**config.mk**
```make
export PLATFORM = sky130hd
export DESIGN_NAME = bnn_layer_ctrl
export DESIGN_NICKNAME = d
export VERILOG_FILES = /design/src/rtl/bnn_layer_ctrl.sv
export SDC_FILE = /design/constraint.sdc
export NUM_CORES = 1
export LEC_CHECK = 0
export CORE_UTILIZATION = 40
export CTS_BUF_LIST = sky130_fd_sc_hd__clkbuf_2
export DETAILED_ROUTE_END_ITERATION = 16
export PLACE_DENSITY = 0.55
export SYNTH_ARGS = -nofsm -noshare
export SYNTH_HDL_FRONTEND = slang
export SYNTH_SLANG_ARGS = --single-unit
```
**constraint.sdc**
```tcl
create_clock -name clk -period 11.8 [get_ports clk]
set_clock_uncertainty 0.05 [all_clocks]
set_input_delay 2.95 -clock clk [delete_from_list [all_inputs] [get_ports clk]]
set_output_delay 2.95 -clock clk [all_outputs]
set_load 0.01 [all_outputs]
```
**src/rtl/bnn_layer_ctrl.sv**
```systemverilog
// -----------------------------------------------------------------------------
// bnn_layer_ctrl
//
// Command-driven controller and datapath for one binary fully-connected BNN
// layer. Command bytes arrive on an rx byte stream; weights and the input
// vector are held in registers; neuron outputs are computed one per cycle as
// popcount(~(x ^ w[j])) >= threshold and returned on a tx byte stream.
//
// Commands (accepted in IDLE only):
//   0x01 LOAD_W  : N_OUT*N_IN/8 weight bytes follow, byte j*(N_IN/8)+k -> w[j][8k+:8]
//   0x02 LOAD_X  : N_IN/8 input bytes follow, byte k -> x[8k+:8]
//   0x03 RUN     : compute all neurons, then send N_OUT/8 result bytes
//   0x04 STATUS  : send {5'b0, err, x_loaded, w_loaded}; err clears on its handshake
//   0x05 LOAD_T  : N_OUT per-neuron threshold bytes (BNN_THRESH_LOAD_EN only)
//   other        : sets the sticky err flag
//
// Optional feature macro: BNN_THRESH_LOAD_EN
//   When defined, adds a per-neuron 8-bit threshold array t[] (reset to
//   THRESH), the LOAD_T command/state, and COMPUTE compares against t[idx].
//   When undefined, every neuron uses the fixed THRESH and 0x05 is unknown.
//
// Ports:
//   clk       in   clock
//   rst       in   synchronous active-high reset
//   rx_data   in   [7:0] command/payload byte
//   rx_valid  in   rx_data valid
//   rx_ready  out  controller accepts an rx byte this cycle (decoded from state)
//   tx_data   out  [7:0] outgoing byte
//   tx_valid  out  tx_data valid
//   tx_ready  in   sink accepts the tx byte
//   busy      out  high in every state except IDLE
//   done      out  one-cycle pulse after the last result byte of a RUN transfers
//
// Handshake rule (both streams): a byte transfers on a rising clk edge where
// valid and ready are both high. The producer keeps data stable and valid
// asserted until that edge; the consumer may drop ready at any time.
// -----------------------------------------------------------------------------
module bnn_layer_ctrl #(
  parameter int N_IN   = 16,
  parameter int N_OUT  = 8,
  parameter int THRESH = 8
) (
  input  logic       clk,
  input  logic       rst,
  input  logic [7:0] rx_data,
  input  logic       rx_valid,
  output logic       rx_ready,
  output logic [7:0] tx_data,
  output logic       tx_valid,
  input  logic       tx_ready,
  output logic       busy,
  output logic       done
);

  localparam int NB_IN  = N_IN / 8;
  localparam int NB_OUT = N_OUT / 8;
  localparam int PC_W   = $clog2(N_IN + 1);
  // Compare width covers both the popcount and any 8-bit threshold, so a
  // threshold above N_IN simply never fires instead of wrapping.
  localparam int CMP_W  = ((PC_W > 8) ? PC_W : 8) + 1;
  localparam int IDX_W  = (N_OUT > 1) ? $clog2(N_OUT) : 1;
  localparam int BC_W   = $clog2(NB_IN + NB_OUT + 1);

  localparam logic [IDX_W-1:0] IDX_LAST    = IDX_W'(N_OUT - 1);
  localparam logic [BC_W-1:0]  BC_LAST_IN  = BC_W'(NB_IN - 1);
  localparam logic [BC_W-1:0]  BC_LAST_OUT = BC_W'(NB_OUT - 1);

  localparam logic [7:0] CMD_LOAD_W = 8'h01;
  localparam logic [7:0] CMD_LOAD_X = 8'h02;
  localparam logic [7:0] CMD_RUN    = 8'h03;
  localparam logic [7:0] CMD_STATUS = 8'h04;
`ifdef BNN_THRESH_LOAD_EN
  localparam logic [7:0] CMD_LOAD_T = 8'h05;
`endif

  typedef enum logic [2:0] {
    ST_IDLE,
    ST_LOAD_W,
    ST_LOAD_X,
`ifdef BNN_THRESH_LOAD_EN
    ST_LOAD_T,
`endif
    ST_COMPUTE,
    ST_SEND
  } state_t;

  state_t            state_q, state_d;
  logic [N_IN-1:0]   w_q [N_OUT];
  logic [N_IN-1:0]   w_d [N_OUT];
  logic [N_IN-1:0]   x_q, x_d;
  logic [N_OUT-1:0]  y_q, y_d;
  logic [IDX_W-1:0]  idx_q, idx_d;
  logic [BC_W-1:0]   byte_cnt_q, byte_cnt_d;
  logic              w_loaded_q, w_loaded_d;
  logic              x_loaded_q, x_loaded_d;
  logic              err_q, err_d;
  // Selects what SEND transmits: one status byte, or the result vector.
  logic              send_status_q, send_status_d;
  logic [7:0]        tx_data_q, tx_data_d;
  logic              tx_valid_q, tx_valid_d;
  logic              done_q, done_d;
  logic              busy_q, busy_d;
`ifdef BNN_THRESH_LOAD_EN
  logic [7:0]        t_q [N_OUT];
  logic [7:0]        t_d [N_OUT];
`endif

  logic              rx_fire;
  logic              tx_fire;
  logic [7:0]        status_byte;
  logic [BC_W-1:0]   bc_next;
  logic [IDX_W-1:0]  idx_next;
  logic [CMP_W-1:0]  pop_ext;
  logic [CMP_W-1:0]  thr_ext;
  logic              neuron_fires;

  function automatic logic [PC_W-1:0] popcount(input logic [N_IN-1:0] v);
    logic [PC_W-1:0] c;
    c = '0;
    for (int i = 0; i < N_IN; i++) begin
      c = c + PC_W'(v[i]);
    end
    return c;
  endfunction

  // rx_ready depends on state only, never on rx_valid.
  always_comb begin
    rx_ready = (state_q == ST_IDLE)   ||
`ifdef BNN_THRESH_LOAD_EN
               (state_q == ST_LOAD_T) ||
`endif
               (state_q == ST_LOAD_W) ||
               (state_q == ST_LOAD_X);
  end

  assign rx_fire  = rx_valid & rx_ready;
  assign tx_fire  = tx_valid_q & tx_ready;
  assign tx_data  = tx_data_q;
  assign tx_valid = tx_valid_q;
  assign busy     = busy_q;
  assign done     = done_q;

  always_comb begin
    state_d       = state_q;
    w_d           = w_q;
    x_d           = x_q;
    y_d           = y_q;
    idx_d         = idx_q;
    byte_cnt_d    = byte_cnt_q;
    w_loaded_d    = w_loaded_q;
    x_loaded_d    = x_loaded_q;
    err_d         = err_q;
    send_status_d = send_status_q;
    tx_data_d     = tx_data_q;
    tx_valid_d    = tx_valid_q;
    done_d        = 1'b0;
`ifdef BNN_THRESH_LOAD_EN
    t_d           = t_q;
`endif

    status_byte  = {5'b0, err_q, x_loaded_q, w_loaded_q};
    bc_next      = byte_cnt_q + BC_W'(1);
    idx_next     = idx_q + IDX_W'(1);
    pop_ext      = CMP_W'(popcount(~(x_q ^ w_q[idx_q])));
`ifdef BNN_THRESH_LOAD_EN
    thr_ext      = CMP_W'(t_q[idx_q]);
`else
    thr_ext      = CMP_W'(THRESH);
`endif
    neuron_fires = (pop_ext >= thr_ext);

    case (state_q)
      ST_IDLE: begin
        if (rx_fire) begin
          case (rx_data)
            CMD_LOAD_W: begin
              w_loaded_d = 1'b0;
              idx_d      = '0;
              byte_cnt_d = '0;
              state_d    = ST_LOAD_W;
            end
            CMD_LOAD_X: begin
              x_loaded_d = 1'b0;
              byte_cnt_d = '0;
              state_d    = ST_LOAD_X;
            end
            CMD_RUN: begin
              if (w_loaded_q && x_loaded_q) begin
                idx_d   = '0;
                state_d = ST_COMPUTE;
              end else begin
                err_d = 1'b1;
              end
            end
            CMD_STATUS: begin
              send_status_d = 1'b1;
              byte_cnt_d    = '0;
              state_d       = ST_SEND;
            end
`ifdef BNN_THRESH_LOAD_EN
            CMD_LOAD_T: begin
              idx_d   = '0;
              state_d = ST_LOAD_T;
            end
`endif
            default: err_d = 1'b1;
          endcase
        end
      end

      // Weight bytes walk k (byte within a row) fastest, then j (neuron row).
      ST_LOAD_W: begin
        if (rx_fire) begin
          w_d[idx_q][8*byte_cnt_q +: 8] = rx_data;
          if (byte_cnt_q == BC_LAST_IN) begin
            byte_cnt_d = '0;
            if (idx_q == IDX_LAST) begin
              idx_d      = '0;
              w_loaded_d = 1'b1;
              state_d    = ST_IDLE;
            end else begin
              idx_d = idx_next;
            end
          end else begin
            byte_cnt_d = bc_next;
          end
        end
      end

      ST_LOAD_X: begin
        if (rx_fire) begin
          x_d[8*byte_cnt_q +: 8] = rx_data;
          if (byte_cnt_q == BC_LAST_IN) begin
            byte_cnt_d = '0;
            x_loaded_d = 1'b1;
            state_d    = ST_IDLE;
          end else begin
            byte_cnt_d = bc_next;
          end
        end
      end

`ifdef BNN_THRESH_LOAD_EN
      ST_LOAD_T: begin
        if (rx_fire) begin
          t_d[idx_q] = rx_data;
          if (idx_q == IDX_LAST) begin
            idx_d   = '0;
            state_d = ST_IDLE;
          end else begin
            idx_d = idx_next;
          end
        end
      end
`endif

      ST_COMPUTE: begin
        y_d[idx_q] = neuron_fires;
        if (idx_q == IDX_LAST) begin
          idx_d         = '0;
          byte_cnt_d    = '0;
          send_status_d = 1'b0;
          state_d       = ST_SEND;
        end else begin
          idx_d = idx_next;
        end
      end

      // The first byte is loaded one cycle after entering SEND, so the final
      // y bit written on the last COMPUTE edge is already visible.
      ST_SEND: begin
        if (!tx_valid_q) begin
          tx_valid_d = 1'b1;
          tx_data_d  = send_status_q ? status_byte : y_q[8*byte_cnt_q +: 8];
        end else if (tx_fire) begin
          if (send_status_q) begin
            err_d         = 1'b0;
            send_status_d = 1'b0;
            tx_valid_d    = 1'b0;
            state_d       = ST_IDLE;
          end else if (byte_cnt_q == BC_LAST_OUT) begin
            done_d     = 1'b1;
            byte_cnt_d = '0;
            tx_valid_d = 1'b0;
            state_d    = ST_IDLE;
          end else begin
            byte_cnt_d = bc_next;
            tx_data_d  = y_q[8*bc_next +: 8];
          end
        end
      end

      default: state_d = ST_IDLE;
    endcase

    busy_d = (state_d != ST_IDLE);
  end

  always_ff @(posedge clk) begin
    if (rst) begin
      state_q       <= ST_IDLE;
      for (int j = 0; j < N_OUT; j++) begin
        w_q[j] <= '0;
      end
      x_q           <= '0;
      y_q           <= '0;
      idx_q         <= '0;
      byte_cnt_q    <= '0;
      w_loaded_q    <= 1'b0;
      x_loaded_q    <= 1'b0;
      err_q         <= 1'b0;
      send_status_q <= 1'b0;
      tx_data_q     <= '0;
      tx_valid_q    <= 1'b0;
      done_q        <= 1'b0;
      busy_q        <= 1'b0;
`ifdef BNN_THRESH_LOAD_EN
      for (int j = 0; j < N_OUT; j++) begin
        t_q[j] <= 8'(THRESH);
      end
`endif
    end else begin
      state_q       <= state_d;
      w_q           <= w_d;
      x_q           <= x_d;
      y_q           <= y_d;
      idx_q         <= idx_d;
      byte_cnt_q    <= byte_cnt_d;
      w_loaded_q    <= w_loaded_d;
      x_loaded_q    <= x_loaded_d;
      err_q         <= err_d;
      send_status_q <= send_status_d;
      tx_data_q     <= tx_data_d;
      tx_valid_q    <= tx_valid_d;
      done_q        <= done_d;
      busy_q        <= busy_d;
`ifdef BNN_THRESH_LOAD_EN
      t_q           <= t_d;
`endif
    end
  end

endmodule

```
After elaboration in Yosys (flattened, before gate mapping). Cells that the tools add are included. W data, S select, Z words.

Logic and storage cells: 190. Latch bits: 0. Bits in writable memories: 0. Output and inout port bits: 12. Bits in registers: 175. Input bits: 12. Memory bits (read-only): 0. Memories kept: 0.

Order comparisons: 5. Div/mod/pow operators: 0. Add/sub/neg operators: 18. Shift operators: 4. Bitwise gates (word level): 8. Equal/unequal tests: 33. Multipliers: 0. Reduce and logical (&&, ||, !) cells: 26. Mux-type cells: 75.

Operator list (count): $bwmux W128 (1); $add A5 B1 Y5 (11); $mux W3 (17); $bmux W16 S3 (1); $demux W16 S3 (1); $mux W16 (3); $mux W8 (5); $neg A5 Y34 (1); $shift A8 B34 Y16 const A (1); $shiftx A8 B34 Y16 (1); $mux W1 (25); $ne A2 B2 Y1 const B (12); $mux W2 (9); $reduce_and A6 Y1 (3); $bwmux W16 (1); $eq A8 B2 Y1 const B (2); $ne A2 B1 Y1 const B (8); $not A16 Y16 (1); $shiftx A8 B6 Y8 (2); $xor A16 B16 Y16 (1); $pmux W3 S5 (1); $pmux W3 S4 (1); $pmux W3 S3 (1); $reduce_bool A3 Y1 (3); other kinds (42) (57).

Longest topological paths before layout.
Depth in word-level cells: 23. Mapped depth: 19. Gate-level depth less buffers: 17.

Least setup slack after synthesis. OpenSTA, ideal clock, no wires.

Path type: reg-to-reg. Start point: reg idx_q[2]. End point: reg y_q[0]. Slack: 6952 ps. Library setup time: 152 ps. Clock period less this slack: 4848 ps. Buffers on the path: 2. Data arrival time: 4646 ps. Required time: 11598 ps. Cell stages (with the launch flop): 18. Path through: dfxtp_1 clkbuf_2 and3b_1 clkbuf_1 a22oi_1 nand4_1 xnor2_1 fa_1 inv_1 fa_1 fa_1 fa_1 inv_1 ha_1 a21oi_1 o21bai_1 a211oi_1 a211oi_1.

Longest elaborated chain between the ends: 23. Elaborated cells on any way between the ends: 28. Those cells by class: add/sub: 15; order compare: 3; mux: 6; bitwise: 3; reduce/logical: 1.

Ends and longest elaborated chain: start: declaration (RTL line 92) `logic [IDX_W-1:0] idx_q, idx_d;`; start signal: assignment (RTL line 327) `idx_q <= idx_d;`; $not A3 Y4 (not written as such) (RTL line 164) `pop_ext = CMP_W'(popcount(~(x_q ^ w_q[idx_q])));`; $bmux W16 S3 (RTL line 164); $mux W16 (not written as such) (2 in a row) (RTL line 164); $xor A16 B16 Y16 (RTL line 164); $not A16 Y16 (RTL line 164); $add A1 B1 Y2 (RTL line 121) `c = c + PC_W'(v[i]);`; $add A2 B1 Y3 (RTL line 121); $add A3 B1 Y4 (RTL line 121); $add A4 B1 Y5 (RTL line 121); $add A5 B1 Y5 (11 in a row) (RTL line 121); $ge A5 B4 Y1 (RTL line 170) `neuron_fires = (pop_ext >= thr_ext);`; $bwmux W8 (*) (RTL line 258) `y_d[idx_q] = neuron_fires;`; end signal: assignment (RTL line 326) `y_q <= y_d;`; end: declaration (RTL line 91) `logic [N_OUT-1:0] y_q, y_d;`.

Every way passes the cells marked *; elsewhere a longest branch is shown, timed or not. The select of a mux whose other input is x is not followed. A chain may end at the register's enable or synchronous reset.

Worst setup path in the final report.
Start point: reg idx_q[0]. End point: reg y_q[6].

The elaborated chain is that of the path after synthesis.

==> metrics.md <==
| Metric | Value |
|---|---|
| Crit Path Class | reg -> reg |
| Seq/Total Area, Yosys | 42.0% |
| Net Sw Frac | 26.2% |
| Slowest CP cell | a211oi_1 |
| Total number of vias | 6430 |
| Critical path data arrival time | 6.07 ns |
| CP top delay family | adder cells |
| Post-synth top area share | 42.0% |
| Switching power | 0.000234 W |
| Total GRT Usage | 20.9% |
| Root Driver | clkbuf_2 |
| TritonCTS clock tree | yes |
| Int Pwr | 0.000659 W |
| CP max stage delay | 0.78 ns |
| Area grow syn2layout | 6.62% |
| First-pass GRT wire length | 34900 um |
| Synth warn | 0 |
| Post-Syn Instances | 866 |
| Power per Cell Area | 100 mW/mm2 |
| Postcts setup bufs | 0 |
| Most instantiated cells after synthesis | 175 x dfxtp_1, 157 x nor2_1, 144 x mux2i_1, 64 x a22oi_1, 41 x clkbuf_1 |
| Worst VDD drop | 0.0496 mV |
| Post-synthesis cell type count | 66 |
| Initial Util | 41.1% |
| Hold Vio Cnt, Final | 0 |
| DIE WIDTH | 146 um |
| Post-synth EDFFs | 0 |
| Total chip power | 0.000893 W |
| Row cnt | 52 |
| Pre-CTS WS | 6.31 ns |
| Minimum clock period | 5.53 ns |
| Status | finished, final reports clean |
| Final instance area | 0.00889 mm2 |
| Final GP Congestion | 0.821 |
| Top cell type by total area after synthesis | dfxtp_1 |
| Final period utilization | 46.9% |
| Die Y-Extent | 146 um |
| Setup TNS | 0 ns |
| Gate power share | 3.6% |
| Max-slew headroom | 17.7% |
| Least-Margin Pin Slew | 1.24 ns |
| Critical Path RT | 12.33 ns |
| Largest cells by area after synthesis | dfxtp_1 42%, mux2i_1 17%, nor2_1 7.1% |
| Syn_area_per_cell | 9.63 um2 |
| CP Capture Type | flip-flop |
| DR DRC count | 0 |
| CORE AREA | 0.0203 mm2 |
| Antenna violations before repair | 1 |
| Slack of the critical path | 6.27 ns |
| Dpl hpwl | 14200 um |
| GR Overflow Total | 0 |
| Slew Limit Fails | 0 |
| Syn Nets | 900 |
| CTS clock-pin slew for the worst setup and hold paths | 0.25 ns |
| Post-DP Area | 0.00870 mm2 |
| Post-synthesis register bit count | 175 |
| Fmax | 181 MHz |
| Cell with the most instances after synthesis | dfxtp_1 |
| Largest net degree at the start of global routing | 122 |
| Iteration-0 DRC Markers | 391 |
| Share of cells above drive strength 1 | 7.88% |
| Post-cts resize count | 0 |
| H-tree depth | 4 |
| Main synth FF type | dfxtp_1 |
| DR vias/cell | 5.67 |
| Final ANT Viol Nets | 0 |
| Mapped cell area | 0.00834 mm2 |
| RSZ-0062 raised after global routing | no |
| Hold buffers post-CTS | 0 |
| Min-delay worst type | reg -> reg |
| Clock latency on the worst-skew pair | 0.76 ns |
| Ys async rst share | 0% |
| Wirelength per Cell | 19.1 um |
| IO buf count | 23 |
| Critical Path Fanout Max | 20 |
| Flop pwr share | 66.5% |
| Nets | 884 |
| Die area | 0.0214 mm2 |
| Pleak | 4.10 nW |
| Final setup viols | 0 |
| CP most frequent cell | fa_1 |
| Clock Tree Buf Depth | 2 |
| Clk pwr share | 29.8% |
| Max-cap violations | 0 |
| CTS Sinks | 175 |
| Worst path bufs/invs | 3 |
| Worst-path cell chain | and3b_1, buf_4, a22oi_1, nand4_1, xnor2_1, fa_1, inv_1, fa_1, fa_1, fa_1, inv_1, ha_1, a21oi_1, o21bai_1, a211oi_1, a211oi_1 |
| Num CTS Buffers | 17 |
| I/O pins | 24 |
| Startpoint type of the worst setup path | flip-flop |
| Routed wire length | 21700 um |
| First-pass DRT Iterations | 4 |
| Vias in the first global route | 6375 |
[worst min-delay path: stages (launching register included)]
cell,delay [ns]
dfxtp_1,0.36
nand2_1,0.05
a21oi_1,0.05
[per-stage QoR]
step           utilization, %  instances  hold WS [ns]
2_1_floorplan               -        866         0.392
3_3_place_gp             42.9       1101         0.392
3_5_place_dp             42.9       1101         0.403
4_1_cts                  43.8       1133         0.426
5_1_grt                  43.8       1135         0.454
6_report                 43.8       1135         0.421
[power by group through the flow]
stage	logic [W]	registers [W]	clock network (W)
after detailed placement	0.0000327	0.000605	0
after floorplan	0.0000220	0.000605	0
after global routing	0.0000350	0.000595	0.000302
final	0.0000325	0.000594	0.000266
after global placement	0.0000318	0.000605	0
after CTS	0.0000328	0.000594	0.000275
[worst paths after layout]
check	from	endpoint	slack (ns)	depth (start not counted)
max	idx_q[0]$_SDFFE_PP0P_	y_q[6]$_SDFFE_PP0P_	6.27	16
min	tx_data[6]$_SDFFE_PP0P_	tx_data[6]$_SDFFE_PP0P_	0.42	2
max reg2reg	idx_q[0]$_SDFFE_PP0P_	y_q[6]$_SDFFE_PP0P_	6.27	16
min reg2reg	tx_data[6]$_SDFFE_PP0P_	tx_data[6]$_SDFFE_PP0P_	0.42	2
[layout make-up]
type | count | area, um2
diodes | 2 | 5.00
clock buffers | 19 | 95.1
clock inverters | 13 | 88.8
fillers | 2016 | 11400
inverters | 18 | 67.6
multi-input cells | 605 | 4490
flip-flops and latches | 175 | 3500
well taps | 270 | 338
repair buffers | 33 | 303
[cell usage in the layout, fill, tap and decap left out, drive strengths merged, types with 5 or more instances in the layout]
cell and count:
dfxtp 175, nor2 157, mux2i 144, a22oi 64, a21oi 26, nand3 25, clkdlybuf4s50 22, inv 21
clkbuf 19, nand4 18, and2 16, nand2 14, xnor2 13, a211oi 13, ha 12, buf 11
fa 10, nor3 7, nor3b 7, clkinv 7, a31oi 6, and3b 5, xor2 5, nand2b 5
o21ai 5
[registers in the layout, indices dropped and copies added (netlist names)]
| register | cells |
|---|---|
| err_q | 1 |
| tx_valid | 1 |
| send_status_q | 1 |
| done | 1 |
| x_loaded_q | 1 |
| w_q | 128 |
| y_q | 8 |
| x_q | 16 |
| w_loaded_q | 1 |
| tx_data | 8 |
| state_q | 3 |
| busy | 1 |
| idx_q | 3 |
| byte_cnt_q | 2 |
[logic make-up after synthesis]
| group | synth area share [%] |
|---|---|
| and+or+nand+nor | 17.9 |
| adders and majority gates | 4.20 |
| xor gates and xnor gates | 1.89 |
| muxes | 17.4 |
| buffers and inverters | 4.38 |
| AOI/OAI and AO/OA | 12.2 |
| DFF | 42.0 |
[per-layer routing]
| layer | routed length (um) | track usage (%) | up-vias |
|---|---|---|---|
| met5 | 0 | 0 | - |
| met4 | 701 | 9.17 | 0 |
| met3 | 792 | 3.31 | 55 |
| met2 | 10300 | 34.6 | 185 |
| met1 | 9970 | 27.0 | 3146 |
| li1 | - | - | 3044 |
No activity file was read; power rests on OpenSTA's default activity.
